## src/rtl/bp_sacc_vdp_driver.sv

```systemverilog
// Job sequencer for the vector dot-product accelerator: loads operands into its scratchpad, programs CSRs, polls, reads result.
// One uncached command outstanding; message layout {data[block], payload{pad,lce_id}[16], size[3], addr[paddr], msg_type[4]}.
module bp_sacc_vdp_driver #(
  parameter int paddr_width_p = 40,
  parameter int cce_block_width_p = 128,
  parameter int lce_id_width_p = 4,
  parameter logic [paddr_width_p-1:0] csr_base_p = '0,
  parameter logic [paddr_width_p-1:0] spm_base_p = '0,
  parameter int min_wait_p = 16,
  parameter int poll_limit_p = 64,
  localparam int payload_width_lp = 16,
  localparam int hdr_width_lp = 4 + paddr_width_p + 3 + payload_width_lp,
  localparam int cce_mem_msg_width_lp = cce_block_width_p + hdr_width_lp
) (
  input  logic                            clk_i,
  input  logic                            reset_n_i,
  input  logic [lce_id_width_p-1:0]       lce_id_i,
  input  logic [83:0]                     job_i,
  input  logic                            job_v_i,
  output logic                            job_ready_o,
  input  logic [63:0]                     elem_i,
  input  logic                            elem_v_i,
  output logic                            elem_ready_o,
  output logic [cce_mem_msg_width_lp-1:0] io_cmd_o,
  output logic                            io_cmd_v_o,
  input  logic                            io_cmd_ready_i,
  input  logic [cce_mem_msg_width_lp-1:0] io_resp_i,
  input  logic                            io_resp_v_i,
  output logic                            io_resp_yumi_o,
  output logic [63:0]                     result_o,
  output logic                            result_err_o,
  output logic                            result_v_o,
  input  logic                            result_yumi_i
);

  typedef enum logic [2:0] {
    S_IDLE, S_LOAD_A, S_LOAD_B, S_CSR, S_WAIT_DONE, S_POLL, S_READ_RES, S_OUT
  } state_e;

  localparam logic [3:0] MSG_UC_RD  = 4'd2;
  localparam logic [3:0] MSG_UC_WR  = 4'd3;
  localparam logic [2:0] MSG_SIZE_8 = 3'b011;

  state_e                          r_state;
  logic                            r_ph_wait;
  logic                            r_cmd_v;
  logic [cce_mem_msg_width_lp-1:0] r_cmd;
  logic                            r_job_ready;
  logic                            r_result_v;
  logic                            r_err;
  logic [63:0]                     r_result;
  logic [3:0]                      r_len;
  logic [19:0]                     r_a_ptr;
  logic [19:0]                     r_b_ptr;
  logic [19:0]                     r_res_ptr;
  logic [2:0]                      r_idx;
  logic [2:0]                      r_step;
  logic [15:0]                     r_wait_cnt;
  logic [15:0]                     r_poll_cnt;

  logic [3:0]               w_job_len;
  logic [63:0]              w_resp_data;
  logic                     w_resp_fire;
  logic                     w_issue;
  logic                     w_last;
  logic [19:0]              w_ld_ptr;
  logic [paddr_width_p-1:0] w_ld_addr;
  logic [7:0]               w_csr_off;
  logic [63:0]              w_csr_val;
  logic                     w_unused;

  assign w_job_len   = job_i[3:0];
  assign w_resp_data = io_resp_i[hdr_width_lp +: 64];
  assign w_resp_fire = r_ph_wait && io_resp_v_i;
  assign w_issue     = !r_ph_wait && !r_cmd_v;
  assign w_last      = ({1'b0, r_idx} == (r_len - 4'd1));
  assign w_ld_ptr    = (r_state == S_LOAD_A) ? r_a_ptr : r_b_ptr;
  assign w_ld_addr   = spm_base_p
                     + {{(paddr_width_p-20){1'b0}}, w_ld_ptr}
                     + {{(paddr_width_p-6){1'b0}}, r_idx, 3'b000};

  assign w_unused = ^{job_i[83:64], io_resp_i[hdr_width_lp-1:0],
                      io_resp_i[cce_mem_msg_width_lp-1:hdr_width_lp+64]};

  assign job_ready_o    = r_job_ready;
  assign elem_ready_o   = ((r_state == S_LOAD_A) || (r_state == S_LOAD_B)) && w_issue;
  assign io_cmd_o       = r_cmd;
  assign io_cmd_v_o     = r_cmd_v;
  assign io_resp_yumi_o = w_resp_fire;
  assign result_o       = r_result;
  assign result_err_o   = r_err;
  assign result_v_o     = r_result_v;

  // Start (0x18) goes last so the accelerator sees a fully programmed job.
  always_comb begin
    w_csr_off = 8'h00;
    w_csr_val = 64'd0;
    case (r_step)
      3'd0: begin w_csr_off = 8'h00; w_csr_val = {44'd0, r_a_ptr};   end
      3'd1: begin w_csr_off = 8'h08; w_csr_val = {44'd0, r_b_ptr};   end
      3'd2: begin w_csr_off = 8'h10; w_csr_val = {60'd0, r_len};     end
      3'd3: begin w_csr_off = 8'h28; w_csr_val = {44'd0, r_res_ptr}; end
      3'd4: begin w_csr_off = 8'h30; w_csr_val = 64'd1;              end
      3'd5: begin w_csr_off = 8'h38; w_csr_val = 64'd0;              end
      default: begin w_csr_off = 8'h18; w_csr_val = 64'd1;           end
    endcase
  end

  function automatic logic [cce_mem_msg_width_lp-1:0] mk_cmd(
    input logic [3:0]                typ,
    input logic [paddr_width_p-1:0]  addr,
    input logic [63:0]               data,
    input logic [lce_id_width_p-1:0] lce_id
  );
    logic [cce_mem_msg_width_lp-1:0] m;
    m = '0;
    m[3:0] = typ;
    m[4 +: paddr_width_p] = addr;
    m[4 + paddr_width_p +: 3] = MSG_SIZE_8;
    m[7 + paddr_width_p +: lce_id_width_p] = lce_id;
    m[hdr_width_lp +: 64] = data;
    return m;
  endfunction

  always_ff @(posedge clk_i) begin
    if (!reset_n_i) begin
      r_state     <= S_IDLE;
      r_ph_wait   <= 1'b0;
      r_cmd_v     <= 1'b0;
      r_cmd       <= '0;
      r_job_ready <= 1'b0;
      r_result_v  <= 1'b0;
      r_err       <= 1'b0;
      r_result    <= 64'd0;
      r_len       <= 4'd0;
      r_a_ptr     <= 20'd0;
      r_b_ptr     <= 20'd0;
      r_res_ptr   <= 20'd0;
      r_idx       <= 3'd0;
      r_step      <= 3'd0;
      r_wait_cnt  <= 16'd0;
      r_poll_cnt  <= 16'd0;
    end else begin
      // Command is held until the accelerator takes it, then we wait for its response.
      if (r_cmd_v && io_cmd_ready_i) begin
        r_cmd_v   <= 1'b0;
        r_ph_wait <= 1'b1;
      end

      case (r_state)
        S_IDLE: begin
          r_job_ready <= 1'b1;
          if (r_job_ready && job_v_i) begin
            r_job_ready <= 1'b0;
            r_len       <= w_job_len;
            r_a_ptr     <= job_i[23:4];
            r_b_ptr     <= job_i[43:24];
            r_res_ptr   <= job_i[63:44];
            r_idx       <= 3'd0;
            if ((w_job_len != 4'd0) && (w_job_len <= 4'd8)) begin
              r_state <= S_LOAD_A;
            end else begin
              r_state    <= S_OUT;
              r_result   <= 64'd0;
              r_err      <= 1'b1;
              r_result_v <= 1'b1;
            end
          end
        end

        S_LOAD_A, S_LOAD_B: begin
          if (elem_ready_o && elem_v_i) begin
            r_cmd   <= mk_cmd(MSG_UC_WR, w_ld_addr, elem_i, lce_id_i);
            r_cmd_v <= 1'b1;
          end
          if (w_resp_fire) begin
            r_ph_wait <= 1'b0;
            if (w_last) begin
              r_idx   <= 3'd0;
              r_step  <= 3'd0;
              r_state <= (r_state == S_LOAD_A) ? S_LOAD_B : S_CSR;
            end else begin
              r_idx <= r_idx + 3'd1;
            end
          end
        end

        S_CSR: begin
          if (w_issue) begin
            r_cmd   <= mk_cmd(MSG_UC_WR, csr_base_p + {{(paddr_width_p-8){1'b0}}, w_csr_off},
                              w_csr_val, lce_id_i);
            r_cmd_v <= 1'b1;
          end
          if (w_resp_fire) begin
            r_ph_wait <= 1'b0;
            if (r_step == 3'd6) begin
              r_state    <= S_WAIT_DONE;
              r_wait_cnt <= 16'd0;
            end else begin
              r_step <= r_step + 3'd1;
            end
          end
        end

        S_WAIT_DONE: begin
          if (int'(r_wait_cnt) + 1 >= min_wait_p) begin
            r_state    <= S_POLL;
            r_poll_cnt <= 16'd0;
          end else begin
            r_wait_cnt <= r_wait_cnt + 16'd1;
          end
        end

        S_POLL: begin
          if (w_issue) begin
            r_cmd   <= mk_cmd(MSG_UC_RD, csr_base_p + {{(paddr_width_p-8){1'b0}}, 8'h20},
                              64'd0, lce_id_i);
            r_cmd_v <= 1'b1;
          end
          if (w_resp_fire) begin
            r_ph_wait  <= 1'b0;
            r_poll_cnt <= r_poll_cnt + 16'd1;
            if (w_resp_data != 64'd0) begin
              r_state <= S_READ_RES;
            end else if (int'(r_poll_cnt) + 1 >= poll_limit_p) begin
              r_state    <= S_OUT;
              r_result   <= 64'd0;
              r_err      <= 1'b1;
              r_result_v <= 1'b1;
            end
          end
        end

        S_READ_RES: begin
          if (w_issue) begin
            r_cmd   <= mk_cmd(MSG_UC_RD, spm_base_p + {{(paddr_width_p-20){1'b0}}, r_res_ptr},
                              64'd0, lce_id_i);
            r_cmd_v <= 1'b1;
          end
          if (w_resp_fire) begin
            r_ph_wait  <= 1'b0;
            r_result   <= w_resp_data;
            r_err      <= 1'b0;
            r_result_v <= 1'b1;
            r_state    <= S_OUT;
          end
        end

        S_OUT: begin
          if (result_yumi_i) begin
            r_result_v  <= 1'b0;
            r_job_ready <= 1'b1;
            r_state     <= S_IDLE;
          end
        end

        default: r_state <= S_IDLE;
      endcase
    end
  end

endmodule

```

## config.mk

```make
export PLATFORM = sky130hd
export DESIGN_NAME = bp_sacc_vdp_driver
export DESIGN_NICKNAME = d
export VERILOG_FILES = /design/src/rtl/bp_sacc_vdp_driver.sv
export SDC_FILE = /design/constraint.sdc
export NUM_CORES = 1
export LEC_CHECK = 0
export ABC_AREA = 0
export CORE_AREA = 2 2 241 243
export CTS_BUF_LIST = sky130_fd_sc_hd__clkbuf_16
export DETAILED_ROUTE_END_ITERATION = 6
export DIE_AREA = 0 0 243 245
export HOLD_SLACK_MARGIN = 0.05
export SLEW_MARGIN = 20
export SYNTH_ARGS = -nofsm -noshare
export SYNTH_HDL_FRONTEND = slang
export SYNTH_SLANG_ARGS = --single-unit
```

## constraint.sdc

```tcl
create_clock -name clk_i -period 4.1 [get_ports clk_i]
set_input_delay 0.41 -clock clk_i [delete_from_list [all_inputs] [get_ports clk_i]]
set_output_delay 0.41 -clock clk_i [all_outputs]
set_load 0.05 [all_outputs]
```

Word-level counts from Yosys, hierarchy flattened
Index checks and enable logic that the tools add are counted.
Word-level totals
  register bits: 365
  bits of input ports: 350
  output and inout bits: 261
  word-level logic and storage cells: 160
Cells by class
  add/sub/neg operators: 8
  order comparisons: 3
  eq/ne operators: 33
  multiplexer cells: 65
  reduce and logical (&&, ||, !) cells: 35
Operators with widths (number)
  $mux W191: 4
  $pmux W191 S4: 1
  $mux W64: 6
  $pmux W64 S3: 1
  $pmux W20 S5: 1
  $mux W16: 5
  $pmux W16 S2: 2
  $reduce_bool A64 Y1: 1
  $mux W3: 19
  $ne A2 B2 Y1 const B: 18
  $pmux W6 S6: 1
  $add A16 B1 Y17 const B: 2
  $add A16 B1 Y16 const B: 2
  $add A20 B6 Y21: 1
  $eq A3 B3 Y1 const B: 7
  $pmux W3 S7: 1
  $mux W20: 1
  $ge A17 B5 Y1 const B: 1
  $ge A17 B7 Y1 const B: 1
  $mux W1: 17
  $eq A3 B2 Y1 const B: 4
  $pmux W3 S2: 2
  $reduce_bool A4 Y1: 3
  $reduce_and A10 Y1: 1
  other kinds (24): 42

Logic depth before layout (Yosys ltp)
Gate-level depths: netlist of the first run.
  word-level depth: 6
  gate-level depth with buffers: 16
  mapped depth without buffers: 11

Worst setup path before layout of the first run
OpenSTA, ideal clock, no wires.
  path kind: flip-flop to flip-flop
  start: register r_cmd_v (netlist: io_cmd_v_o)
  end: register r_cmd[23] (netlist: io_cmd_o[23])
  setup time: 0.123 ns
  arrival time: 3.414 ns
  required time: 3.977 ns
  slack: 0.563 ns
  stages on the path, launching flop included: 9
  path buffers: 3
  clock period less this slack: 3.537 ns
  path through: dfxtp_1 -> nor4_1 -> and2_1 -> clkbuf_1 -> a21oi_1 -> buf_2 -> buf_1 -> a221oi_1 -> nor2_1
On the way
  cells in the longest elaborated chain, start to end: 6
  elaborated cells on any way between the ends: 9
  those cells by class: eq/ne (4); reduce/logical (5)
Ends and longest elaborated chain
  start, declared: RTL line 46  | logic r_cmd_v;
  start signal, assigned: RTL line 129  | r_cmd_v <= 1'b0;
  start signal, assigned: RTL line 146  | r_cmd_v <= 1'b0;
  start signal, assigned: RTL line 174  | r_cmd_v <= 1'b1;
  $logic_not A1 Y1: RTL line 75  | assign w_issue = !r_ph_wait && !r_cmd_v;
  $logic_and A1 B1 Y1: RTL line 75
  $logic_and A1 B1 Y1: RTL line 86  | assign elem_ready_o = ((r_state == S_LOAD_A) || (r_state == S_LOAD_B)) && w_issue;
  named net elem_ready_o: RTL line 23  | output logic elem_ready_o,
  $logic_and A1 B1 Y1: RTL line 172  | if (elem_ready_o && elem_v_i) begin
  $ne A2 B2 Y1 (no source line)
  $reduce_and A5 Y1 (no source line)
  end signal, assigned: RTL line 173  | r_cmd <= mk_cmd(MSG_UC_WR, w_ld_addr, elem_i, lce_id_i);
  end signal, assigned: RTL line 190  | r_cmd <= mk_cmd(MSG_UC_WR, csr_base_p + {{(paddr_width_p-8){1'b0}}, w_csr_off},
  end signal, assigned: RTL line 216  | r_cmd <= mk_cmd(MSG_UC_RD, csr_base_p + {{(paddr_width_p-8){1'b0}}, 8'h20},
  end, declared: RTL line 47  | logic [cce_mem_msg_width_lp-1:0] r_cmd;
The timed path passes the listed nets, and every way through them passes these cells.
A chain may end at the register's enable or synchronous reset.

Final worst setup path of the first run
  start: register r_state[1]
  end: output elem_ready_o
On the way
  cells in the longest elaborated chain, start to end: 3
  elaborated cells on any way between the ends: 4
  those cells by class: eq/ne (2); reduce/logical (2)
Ends and longest elaborated chain
  start, declared: RTL line 44  | state_e r_state;
  start signal, assigned: RTL line 181  | r_state <= (r_state == S_LOAD_A) ? S_LOAD_B : S_CSR;
  $eq A3 B1 Y1 or $eq A3 B2 Y1 (tied branches): RTL line 86
  $logic_or A1 B1 Y1 (*): RTL line 86
  $logic_and A1 B1 Y1 (*): RTL line 86
  end, declared: RTL line 23
Every way passes the cells marked *; elsewhere a longest branch is shown, timed or not.

==> impl_metrics.csv, run 1 <==
group,metric,value,unit
sta,maxSlewHeadroom,0.332,
clock_tree,postCtsSetupBuffers,0,
synthesis,synth-seq-cells,265,
global_routing,overflow,0,
die,fp.coreArea,57000,sq um
sta,hold_violations,0,
worst_setup_path,cp_cell_sequence,"buf_4, xnor2_1, nor4_1, clkdlybuf4s50_1",
drt,drc,0,
sta,min_period,3530,ps
power_and_ir_drop,p_leak,6.15,nW
worst_setup_path,path_buf_inv,2,
sta,setup_tns,0,ps
power_and_ir_drop,irDropWorstVdd,0.000443,V
drt,wl_per_cell,17.8,microns
worst_setup_path,crit_fanout,24,
worst_setup_path,critPathMaxStageDelay,950,ps
worst_setup_path,crit_type,"reg2out",
synthesis,netlist_area,12500,sq um
synthesis,ys.warnings.count,0,
global_routing,grt_antenna_before_repair,3,
drt,first_iter_violations,1077,
clock_tree,clk_latency,540,ps
clock_tree,cts_hold_buf,0,
die,dieArea,59500,sq um
worst_hold_path,min_from,"job_i[46]",
die,ios,611,
worst_setup_path,critPathLaunchType,"flop",
sta,max_freq,284,MHz
worst_setup_path,cp_slowest_cell,"clkdlybuf4s50_1",
outcome,status,"finished, final reports clean",
worst_setup_path,cp-startpoint,"r_state[1]$_SDFFE_PN0P_",
global_routing,grt_first_pass_wirelength,69200,microns
worst_setup_path,required,3690,ps
sta,fin_crit_sh,0.860,
clock_tree,cts_inserted_buffers,34,
synthesis,synth-async-reset-ratio,0,
placed_design,port-buffer-count,365,
sta,final-setup-viol-count,0,
clock_tree,clkSinkCount,265,
cells_and_area,drive_gt1_frac,0.0617,
clock_tree,clk_path_buf_depth,3,
sta,tightest_slew,1000,ps
clock_tree,cts_tree,"yes",
global_routing,grt_max_degree,104,
worst_hold_path,hold_path_class,"in2reg",
synthesis,netlist_instances,1524,
die,die_x,243,microns
run,maxCapViolCount,0,
sta,rsz0062_at_grt,"false",
drt,wirelength,46800,microns
power_and_ir_drop,comb_power_share,0.417,
worst_setup_path,crit_cells,4,
drt,viasPerCell,4.74,
power_and_ir_drop,clockPowerShare,0.272,
sta,maxSlewViolCount,0,
clock_tree,htree_levels,2,
synthesis,synth.distinct_cells,74,
worst_setup_path,crit_family,"buffers and inverters",
sta,skew,24.1,ps
power_and_ir_drop,switchingPower,4.61,mW
worst_hold_path,worst_hold_path.num_cells,3,
power_and_ir_drop,power.share.switching,0.429,
die,start_util,0.220,
placed_design,dp_hpwl,34400,microns
worst_setup_path,rr_startpoint,"r_state[1]$_SDFFE_PN0P_",
synthesis,synthFlopType,"dfxtp_1",
worst_setup_path,cp.arrival,3120,ps
clock_tree,root_buffer,"clkbuf_16",
cells_and_area,area_delta_synth_final,40.9,%
clock_tree,path_clk_slew,60,ps
power_and_ir_drop,p_seq_frac,0.311,
worst_setup_path,r2r_cells,9,
cells_and_area,nNetsFinal,2203,
drt,ant_nets,0,
power_and_ir_drop,powerDensity,609,nW/um^2
power_and_ir_drop,total_power,10.8,mW
clock_tree,cts_resized,0,
die,fp.dieH,245,microns
die,rows,88,
placed_design,gp_congestion,0.841,
global_routing,track_usage,0.148,
synthesis,synth_edf_count,0,
power_and_ir_drop,p_int,6.14,mW
drt,vias,12500,
global_routing,grt_pass1_vias,11600,
synthesis,yosysSeqAreaShare,0.423,
synthesis,avgSynthCellArea,8.23,sq um
worst_setup_path,end_kind,"output port",
drt,firstDrtPassIters,5,
-- worst register-to-register path: stages (launching register included) --
cell      delay [ps]
dfxtp_1          500
buf_4            320
xnor2_1          140
nor4_1           660
and2_2           440
a21oi_4           60
buf_4            290
a211oi_1         670
a21oi_1           80
nor2_1           110
-- layer usage --
metal / part of all wire / wire length, microns / vias to the layer above / track usage
met4: 0.021 / 992 / 4 / 0.0442
li1: - / - / 5883 / -
met3: 0.082 / 3830 / 66 / 0.0377
met2: 0.48 / 22400 / 532 / 0.250
met5: 0.00064 / 30 / - / 0
met1: 0.42 / 19500 / 5973 / 0.187
-- through the flow --
stage | util | hold slack, ps | setup WS [ps] | instances | instance area [sq um]
global route | 0.310 | 402 | 472 | 2629 | 17700
floorplan | - | 445 | 563 | 1621 | 12900
CTS | 0.310 | 386 | 571 | 2629 | 17700
global placement | 0.291 | 446 | 435 | 2569 | 16600
finish | 0.310 | 417 | 573 | 2630 | 17700
detailed placement | 0.291 | 450 | 383 | 2569 | 16600
-- sequential cells by signal, summed over array words and instances, names as in the netlist, 3 cells and up --
| signal | cells |
|---|---|
| io_cmd_o | 91 |
| r_a_ptr | 20 |
| r_b_ptr | 20 |
| r_idx | 3 |
| r_len | 4 |
| r_poll_cnt | 16 |
| r_res_ptr | 20 |
| r_state | 3 |
| r_step | 3 |
| r_wait_cnt | 16 |
| result_o | 64 |
-- synthesized netlist by cell type (5+ instances only) --
| cell | instances | area, sq um |
|---|---|---|
| a222oi_1 | 17 | 170 |
| o21ai_0 | 48 | 240 |
| a22oi_1 | 115 | 863 |
| nor2b_1 | 7 | 43.8 |
| o31ai_1 | 6 | 45.0 |
| nor4_1 | 26 | 163 |
| nand4_1 | 16 | 100 |
| a21oi_1 | 113 | 566 |
| mux2i_1 | 15 | 150 |
| and3_1 | 8 | 50.1 |
| inv_1 | 12 | 45.0 |
| and2_1 | 20 | 125 |
| a221oi_1 | 13 | 114 |
| a31o_2 | 5 | 43.8 |
| nor2_1 | 197 | 739 |
| ha_1 | 12 | 150 |
| o211ai_1 | 5 | 37.5 |
| xnor2_1 | 20 | 175 |
| and4_1 | 6 | 52.6 |
| nor3_1 | 37 | 185 |
| nand2_1 | 196 | 736 |
| nand3_1 | 24 | 120 |
| o22ai_1 | 5 | 31.3 |
| buf_1 | 11 | 41.3 |
| buf_4 | 106 | 796 |
| dfxtp_1 | 265 | 5310 |
| buf_2 | 14 | 70.1 |
| nand2b_1 | 5 | 31.3 |
| clkbuf_1 | 76 | 285 |
| a31oi_1 | 14 | 87.6 |
| nand3b_1 | 5 | 37.5 |
| xor2_1 | 8 | 70.1 |
| a211oi_1 | 29 | 218 |
-- power groups by stage --
stage	sequential, mW	clock [mW]	combinational, mW
6_report	3.34	2.92	4.49
3_3_place_gp	3.37	0	4.44
2_1_floorplan	4.24	0	2.14
4_1_cts	3.33	3.02	4.49
3_5_place_dp	3.38	0	4.47
5_1_grt	3.38	3.12	4.78
-- worst paths after layout --
path / end / slack (ps)
worst min register to register: io_cmd_o[50]$_SDFFE_PN0P_ / 450
worst max register to register: io_cmd_o[4]$_SDFFE_PN0P_ / 750
worst max-delay path: elem_ready_o / 570
worst min-delay path: r_res_ptr[2]$_SDFFE_PN0P_ / 420
-- final cells by class --
class	count	area [sq um]
antenna	1	2.50
clock buffer	34	851
clock inverter	26	225
fill	6106	39400
inverter	13	53.8
multi-input combinational	1133	6380
sequential	265	5310
tap	765	957
timing repair buffer	393	3890
-- placed cells by master, fill, tap and decap left out, drive strengths merged, types with 5 or more instances in the layout --
cell type / n
clkdlybuf4s50: 365
nand2: 196
o22ai: 5
nor4: 27
inv: 20
a31o: 5
a31oi: 14
nor3: 38
nand3b: 5
clkbuf: 34
and2: 20
conb: 98
o211ai: 6
a21oi: 113
nor2b: 7
nand4: 16
xor2: 8
nand3: 26
xnor2: 20
a22oi: 115
clkinv: 12
a221oi: 14
o21ai: 48
buf: 28
and3: 8
mux2i: 19
ha: 12
nand2b: 5
a211oi: 29
o31ai: 6
a222oi: 17
dfxtp: 265
nor2: 198
and4: 6
-- kinds of logic (layout without fill, tap and decap cells) --
logic type,count (synthesis),in the layout,share of synthesized area
flops,265,265,0.423
simple gates,573,573,0.207
buf+inv,223,466,0.101
other cells,1,99,0.000299
fa+ha+maj,13,13,0.0136
compound gates,399,399,0.214
xor+xnor,28,28,0.0196
mux,22,22,0.0205
Note: power is estimated with default switching activity, not from simulation.
==> run 2: changes to the inputs <==
Settings changed: CORE_AREA 2 2 241 243 to 2 2 236 238, DIE_AREA 0 0 243 245 to 0 0 238 240, SETUP_SLACK_MARGIN set to 0.15.
==> run 2 against run 1 <==
Compared with the run above:
- power is 1.4% lower
- non-clock buffer count is 2 lower
- clock power is 3% lower
- routed wire length is 1.2% lower
- clock skew is 6.5 ps lower
- combinational power is 0.9% lower
- sequential power hardly changed
- register-to-register slack better by 160 ps
- critical path type unchanged
- utilization is 1.1 points higher
- critical path depth stayed put
==> impl_metrics.csv, run 2 (synthesized netlist as in run 1, its figures left out) <==
group,metric,value,unit
outcome,status,"finished, final reports clean",
sta,setup_ws,871,ps
cells_and_area,area.sequential,5310,sq um
clock_tree,clk_path_buf_depth,3,
clock_tree,cts_inserted_buffers,34,
clock_tree,postCtsSetupBuffers,0,
clock_tree,root_buffer,"clkbuf_16",
sta,maxSlewViolCount,0,
die,ios,611,
drt,vias,12300,
die,rows,86,
clock_tree,cts_hold_buf,0,
global_routing,grt_pass1_vias,11500,
sta,skew,17.6,ps
cells_and_area,layout_common_cells,"clkdlybuf4s50_1, dfxtp_1, nor2_1",
power_and_ir_drop,clockPowerShare,0.267,
global_routing,grt_first_pass_wirelength,67700,microns
clock_tree,clkSinkCount,265,
sta,final-setup-viol-count,0,
drt,firstDrtPassIters,6,
worst_setup_path,r2r_slack,910,ps
drt,first_iter_violations,1257,
power_and_ir_drop,switchingPower,4.55,mW
die,start_util,0.229,
placed_design,port-buffer-count,365,
clock_tree,cts_tree,"yes",
cells_and_area,drive_gt1_frac,0.0586,
placed_design,dp_hpwl,34200,microns
placed_design,post-place-ws,920,ps
power_and_ir_drop,irDropWorstVdd,0.000429,V
worst_setup_path,reg2reg_to,"io_cmd_o[17]$_SDFFE_PN0P_",
worst_hold_path,worst_hold_path.num_cells,3,
die,dieArea,57100,sq um
worst_setup_path,cp_slowest_cell,"clkdlybuf4s50_1",
worst_setup_path,path_buf_inv,2,
worst_setup_path,end_kind,"output port",
die,fp.coreArea,54700,sq um
power_and_ir_drop,powerDensity,605,nW/um^2
power_and_ir_drop,p_int,6.05,mW
worst_setup_path,crit_fanout,30,
worst_setup_path,crit_family,"buffers and inverters",
drt,drc,0,
worst_hold_path,min_from,"job_i[7]",
sta,maxSlewHeadroom,0.352,
global_routing,grt_antenna_before_repair,2,
run,maxCapViolCount,0,
worst_setup_path,critPathMaxStageDelay,940,ps
power_and_ir_drop,power.share.switching,0.429,
sta,min_period,3230,ps
die,fp.dieH,240,microns
worst_setup_path,critPathLaunchType,"flop",
sta,hold_violations,0,
power_and_ir_drop,p_seq_frac,0.314,
cells_and_area,layout_commonest_cell,"clkdlybuf4s50_1",
cells_and_area,multi_input_area,6380,sq um
sta,setup_tns,0,ps
power_and_ir_drop,p_leak,6.13,nW
cells_and_area,num-fill-cells,5757,
sta,fin_crit_sh,0.788,
sta,tightest_slew,972,ps
worst_setup_path,crit_cells,4,
cells_and_area,diodes,0,
worst_setup_path,cp_cell_sequence,"buf_4, xnor2_1, nor4_1, clkdlybuf4s50_1",
global_routing,grt_max_degree,100,
placed_design,gp_congestion,0.889,
clock_tree,cts_resized,0,
drt,viasPerCell,4.78,
drt,wirelength,46300,microns
worst_setup_path,cp.arrival,2820,ps
sta,max_freq,310,MHz
worst_setup_path,required,3690,ps
worst_setup_path,crit_type,"reg2out",
worst_setup_path,r2r_cells,11,
clock_tree,htree_levels,2,
drt,ant_nets,0,
cells_and_area,largest_register_ffs,91,
worst_hold_path,hold_end,"r_a_ptr[3]$_SDFFE_PN0P_",
clock_tree,clk_latency,540,ps
global_routing,overflow,0,
die,die_x,238,microns
power_and_ir_drop,comb_power_share,0.420,
worst_hold_path,hold_path_class,"in2reg",
worst_setup_path,rr_startpoint,"r_state[2]$_SDFFE_PN0P_",
clock_tree,path_clk_slew,60,ps
cells_and_area,nNetsFinal,2201,
drt,wl_per_cell,18.0,microns
cells_and_area,area_delta_synth_final,39.8,%
global_routing,track_usage,0.153,
sta,rsz0062_at_grt,"false",
run 2: routing by layer:
layer	up-vias	GRT usage	wire, microns
met5	-	0	24
met4	4	0.0530	1320
met3	73	0.0409	3890
met2	518	0.253	22100
met1	5789	0.192	19000
li1	5871	-	-
run 2: worst max path at each step:
| stage | to | startpoint |
|---|---|---|
| floorplan | io_cmd_o[23]$_SDFFE_PN0P_ | io_cmd_v_o$_SDFF_PN0_ |
| global placement | result_o[4]$_SDFFE_PN0P_ | io_resp_i[65] |
| detailed placement | result_o[21]$_SDFFE_PN0P_ | io_resp_i[107] |
| CTS | elem_ready_o | r_state[1]$_SDFFE_PN0P_ |
| global route | elem_ready_o | r_state[1]$_SDFFE_PN0P_ |
| finish | elem_ready_o | r_state[1]$_SDFFE_PN0P_ |
run 2: metrics by stage:
stage / hold slack (ps) / power [mW] / cell area, sq um / util / std cells
floorplan: 445 / 6.39 / 12900 / - / 1621
global placement: 445 / 7.78 / 16500 / 0.302 / 2506
detailed placement: 451 / 7.83 / 16500 / 0.302 / 2506
CTS: 383 / 10.7 / 17500 / 0.321 / 2563
global route: 423 / 11.2 / 17500 / 0.321 / 2563
finish: 418 / 10.6 / 17500 / 0.321 / 2563
run 2: power groups by stage:
stage                     sequential [mW]  clock [mW]  combinational [mW]
final                                3.33        2.83                4.45
after global placement               3.36           0                4.42
after global routing                 3.37        3.01                4.78
after detailed placement             3.36           0                4.47
after floorplan                      4.24           0                2.14
after CTS                            3.32        2.92                4.48
run 2: worst min-delay path, delay by kind of cell:
family	cells	cell delay (ps)
AO/OA/AOI/OAI	1	50
buffers and inverters	1	390
AND/OR/NAND/NOR	1	50
run 2: cell type report:
| cell class | count | share of cell area |
|---|---|---|
| clock inverter | 23 | 0.0103 |
| multi-input combinational | 1133 | 0.364 |
| tap | 704 | 0.0503 |
| clock buffer | 34 | 0.0485 |
| sequential | 265 | 0.303 |
| timing repair buffer | 391 | 0.221 |
| inverter | 13 | 0.00307 |
==> run 3: changes to the inputs <==
Clock period 4.1 ns to 2.9 ns, I/O delays scaled along.
==> run 3 against run 2 <==
Compared with the run above:
- sequential cell count unchanged
- sequential share of layout area decreased by 0.68 points
- global-route usage about the same
- critical path depth increased by 6
- critical endpoint is now result_o[24]$_SDFFE_PN0P_
- largest cell class unchanged
- largest power group unchanged
==> impl_metrics.csv, run 3 (synthesized netlist as in run 1, its figures left out) <==
group,metric,value,unit
die,ios,611,
worst_setup_path,end_kind,"flop",
clock_tree,root_buffer,"clkbuf_16",
drt,wirelength,46400,microns
worst_setup_path,r2r_cells,10,
worst_setup_path,crit_fanout,32,
die,die_x,238,microns
clock_tree,htree_levels,2,
clock_tree,cts_inserted_buffers,34,
drt,top_layer_used,"met5",
worst_setup_path,reg2reg_to,"result_o[24]$_SDFFE_PN0P_",
clock_tree,cts_hold_buf,0,
global_routing,overflow,0,
worst_setup_path,crit_type,"reg2reg",
drt,m1WireLength,18900,microns
run,maxCapViolCount,0,
die,dieArea,57100,sq um
worst_setup_path,crit_family,"compound AO/OA/AOI/OAI gates",
sta,tightest_slew,977,ps
global_routing,track_usage,0.153,
sta,whs,298,ps
sta,maxSlewHeadroom,0.349,
sta,maxSlewViolCount,0,
clock_tree,clkSinkCount,265,
placed_design,dp_hpwl,33900,microns
worst_setup_path,cp.arrival,3100,ps
worst_hold_path,min_from,"job_i[48]",
outcome,status,"finished, final reports clean",
placed_design,post_dp_cell_area,16700,sq um
global_routing,grt_antenna_before_repair,5,
drt,vias,12400,
drt,met3_length,3660,microns
cells_and_area,nNetsFinal,2220,
clock_tree,path_clk_slew,60,ps
die,fp.dieH,240,microns
die,rows,86,
global_routing,grt_max_degree,66,
die,start_util,0.229,
placed_design,port-buffer-count,365,
drt,route.met2.wl,22500,microns
worst_hold_path,worst_hold_path.num_cells,3,
drt,drc,0,
sta,fin_crit_sh,0.915,
cells_and_area,layout_common_cells,"clkdlybuf4s50_1, dfxtp_1, nand2_1",
worst_hold_path,hold_end,"r_res_ptr[4]$_SDFFE_PN0P_",
sta,skew,30.9,ps
worst_setup_path,critPathLaunchType,"flop",
drt,first_iter_violations,1097,
placed_design,gp_congestion,0.855,
sta,rsz0062_at_grt,"false",
cells_and_area,area_delta_synth_final,43.1,%
drt,firstDrtPassIters,6,
cells_and_area,final_area,17900,sq um
power_and_ir_drop,irDropWorstVdd,0.000526,V
global_routing,grt_pass1_vias,11500,
cells_and_area,layout_commonest_cell,"clkdlybuf4s50_1",
worst_setup_path,r2r_slack,250,ps
die,fp.coreArea,54700,sq um
worst_setup_path,path_buf_inv,2,
cells_and_area,largest_register_ffs,91,
drt,viasPerCell,4.78,
worst_setup_path,cp_slowest_cell,"dfxtp_1",
power_and_ir_drop,p_leak,6.32,nW
worst_hold_path,hold_path_class,"in2reg",
drt,wl_per_cell,17.9,microns
power_and_ir_drop,powerDensity,869,nW/um^2
clock_tree,cts_tree,"yes",
clock_tree,clk_path_buf_depth,3,
sta,min_period,2650,ps
drt,ant_nets,0,
cells_and_area,drive_gt1_frac,0.0798,
clock_tree,clk_latency,540,ps
worst_setup_path,critPathMaxStageDelay,390,ps
global_routing,grt_first_pass_wirelength,68000,microns
worst_setup_path,cp_cell_sequence,"ha_2, and3_2, nand4_1, mux2i_1, o211ai_1, o311ai_4, buf_12, buf_6, a22oi_1, nor2_1",
sta,max_freq,377,MHz
sta,setup_tns,0,ps
worst_setup_path,required,3350,ps
power_and_ir_drop,total_power,15.6,mW
sta,hold_violations,0,
worst_setup_path,rr_startpoint,"r_poll_cnt[1]$_SDFFE_PN0P_",
sta,final-setup-viol-count,0,
-- run 3: cell types whose count changed in the layout (fill, tap and decap cells not counted), sizes merged, moves of 2 or more --
cell,before,now
bufinv,2,5
diode,0,3
clkbuf,34,36
buf,26,45
-- run 3: per-stage QoR --
stage	util	setup slack, ps	cells
floorplan	-	93.4	1621
global placement	0.306	-84.6	2523
detailed placement	0.306	-157	2523
CTS	0.327	180	2582
global route	0.328	149	2584
finish	0.328	248	2587
-- run 3: repair_timing --
action | CTS | global route
endpoints found under the setup margin | 13 | 77
gates cloned | 0 | 1
setup buffers | 0 | 1
pin swaps | 0 | 1
gates resized for setup | 2 | 12
-- run 3: worst min-delay path, delay by kind of cell --
| family | cells | cell delay (ps) |
|---|---|---|
| buffers and inverters | 1 | 400 |
| AOI/OAI and AO/OA | 1 | 50 |
| and+or+nand+nor | 1 | 60 |
-- run 3: where the power goes --
part,switching [mW],leakage [nW],internal [mW]
registers,0.449,2.15,4.23
logic,4.42,3.59,2.20
clock network,1.67,0.585,2.64
-- run 3: cell type report --
class                      count  area [sq um]
multi-input combinational   1133          6480
antenna                        3          7.51
sequential                   265          5310
clock inverter                24           259
inverter                      13          53.8
tap                          704           881
timing repair buffer         410          4070
fill                        5734         36700
clock buffer                  35           876
-- run 3: worst max path at each step --
stage                                    start                         to  slack [ps]  cells after the start
global route           r_state[2]$_SDFFE_PN0P_  io_cmd_o[19]$_SDFFE_PN0P_         150                     12
CTS                    r_state[0]$_SDFFE_PN0P_  io_cmd_o[23]$_SDFFE_PN0P_         180                     11
finish              r_poll_cnt[1]$_SDFFE_PN0P_  result_o[24]$_SDFFE_PN0P_         250                     10
floorplan              r_state[2]$_SDFFE_PN0P_  io_cmd_o[19]$_SDFFE_PN0P_          90                     16
detailed placement              io_resp_i[102]  result_o[25]$_SDFFE_PN0P_        -160                     10
global placement                io_resp_i[116]  result_o[52]$_SDFFE_PN0P_         -80                     11
-- run 3: per-layer routing --
metal,vias to the layer above,global-route usage
met5,-,0
met1,5875,0.188
met3,76,0.0412
met2,500,0.259
li1,5909,-
met4,6,0.0485
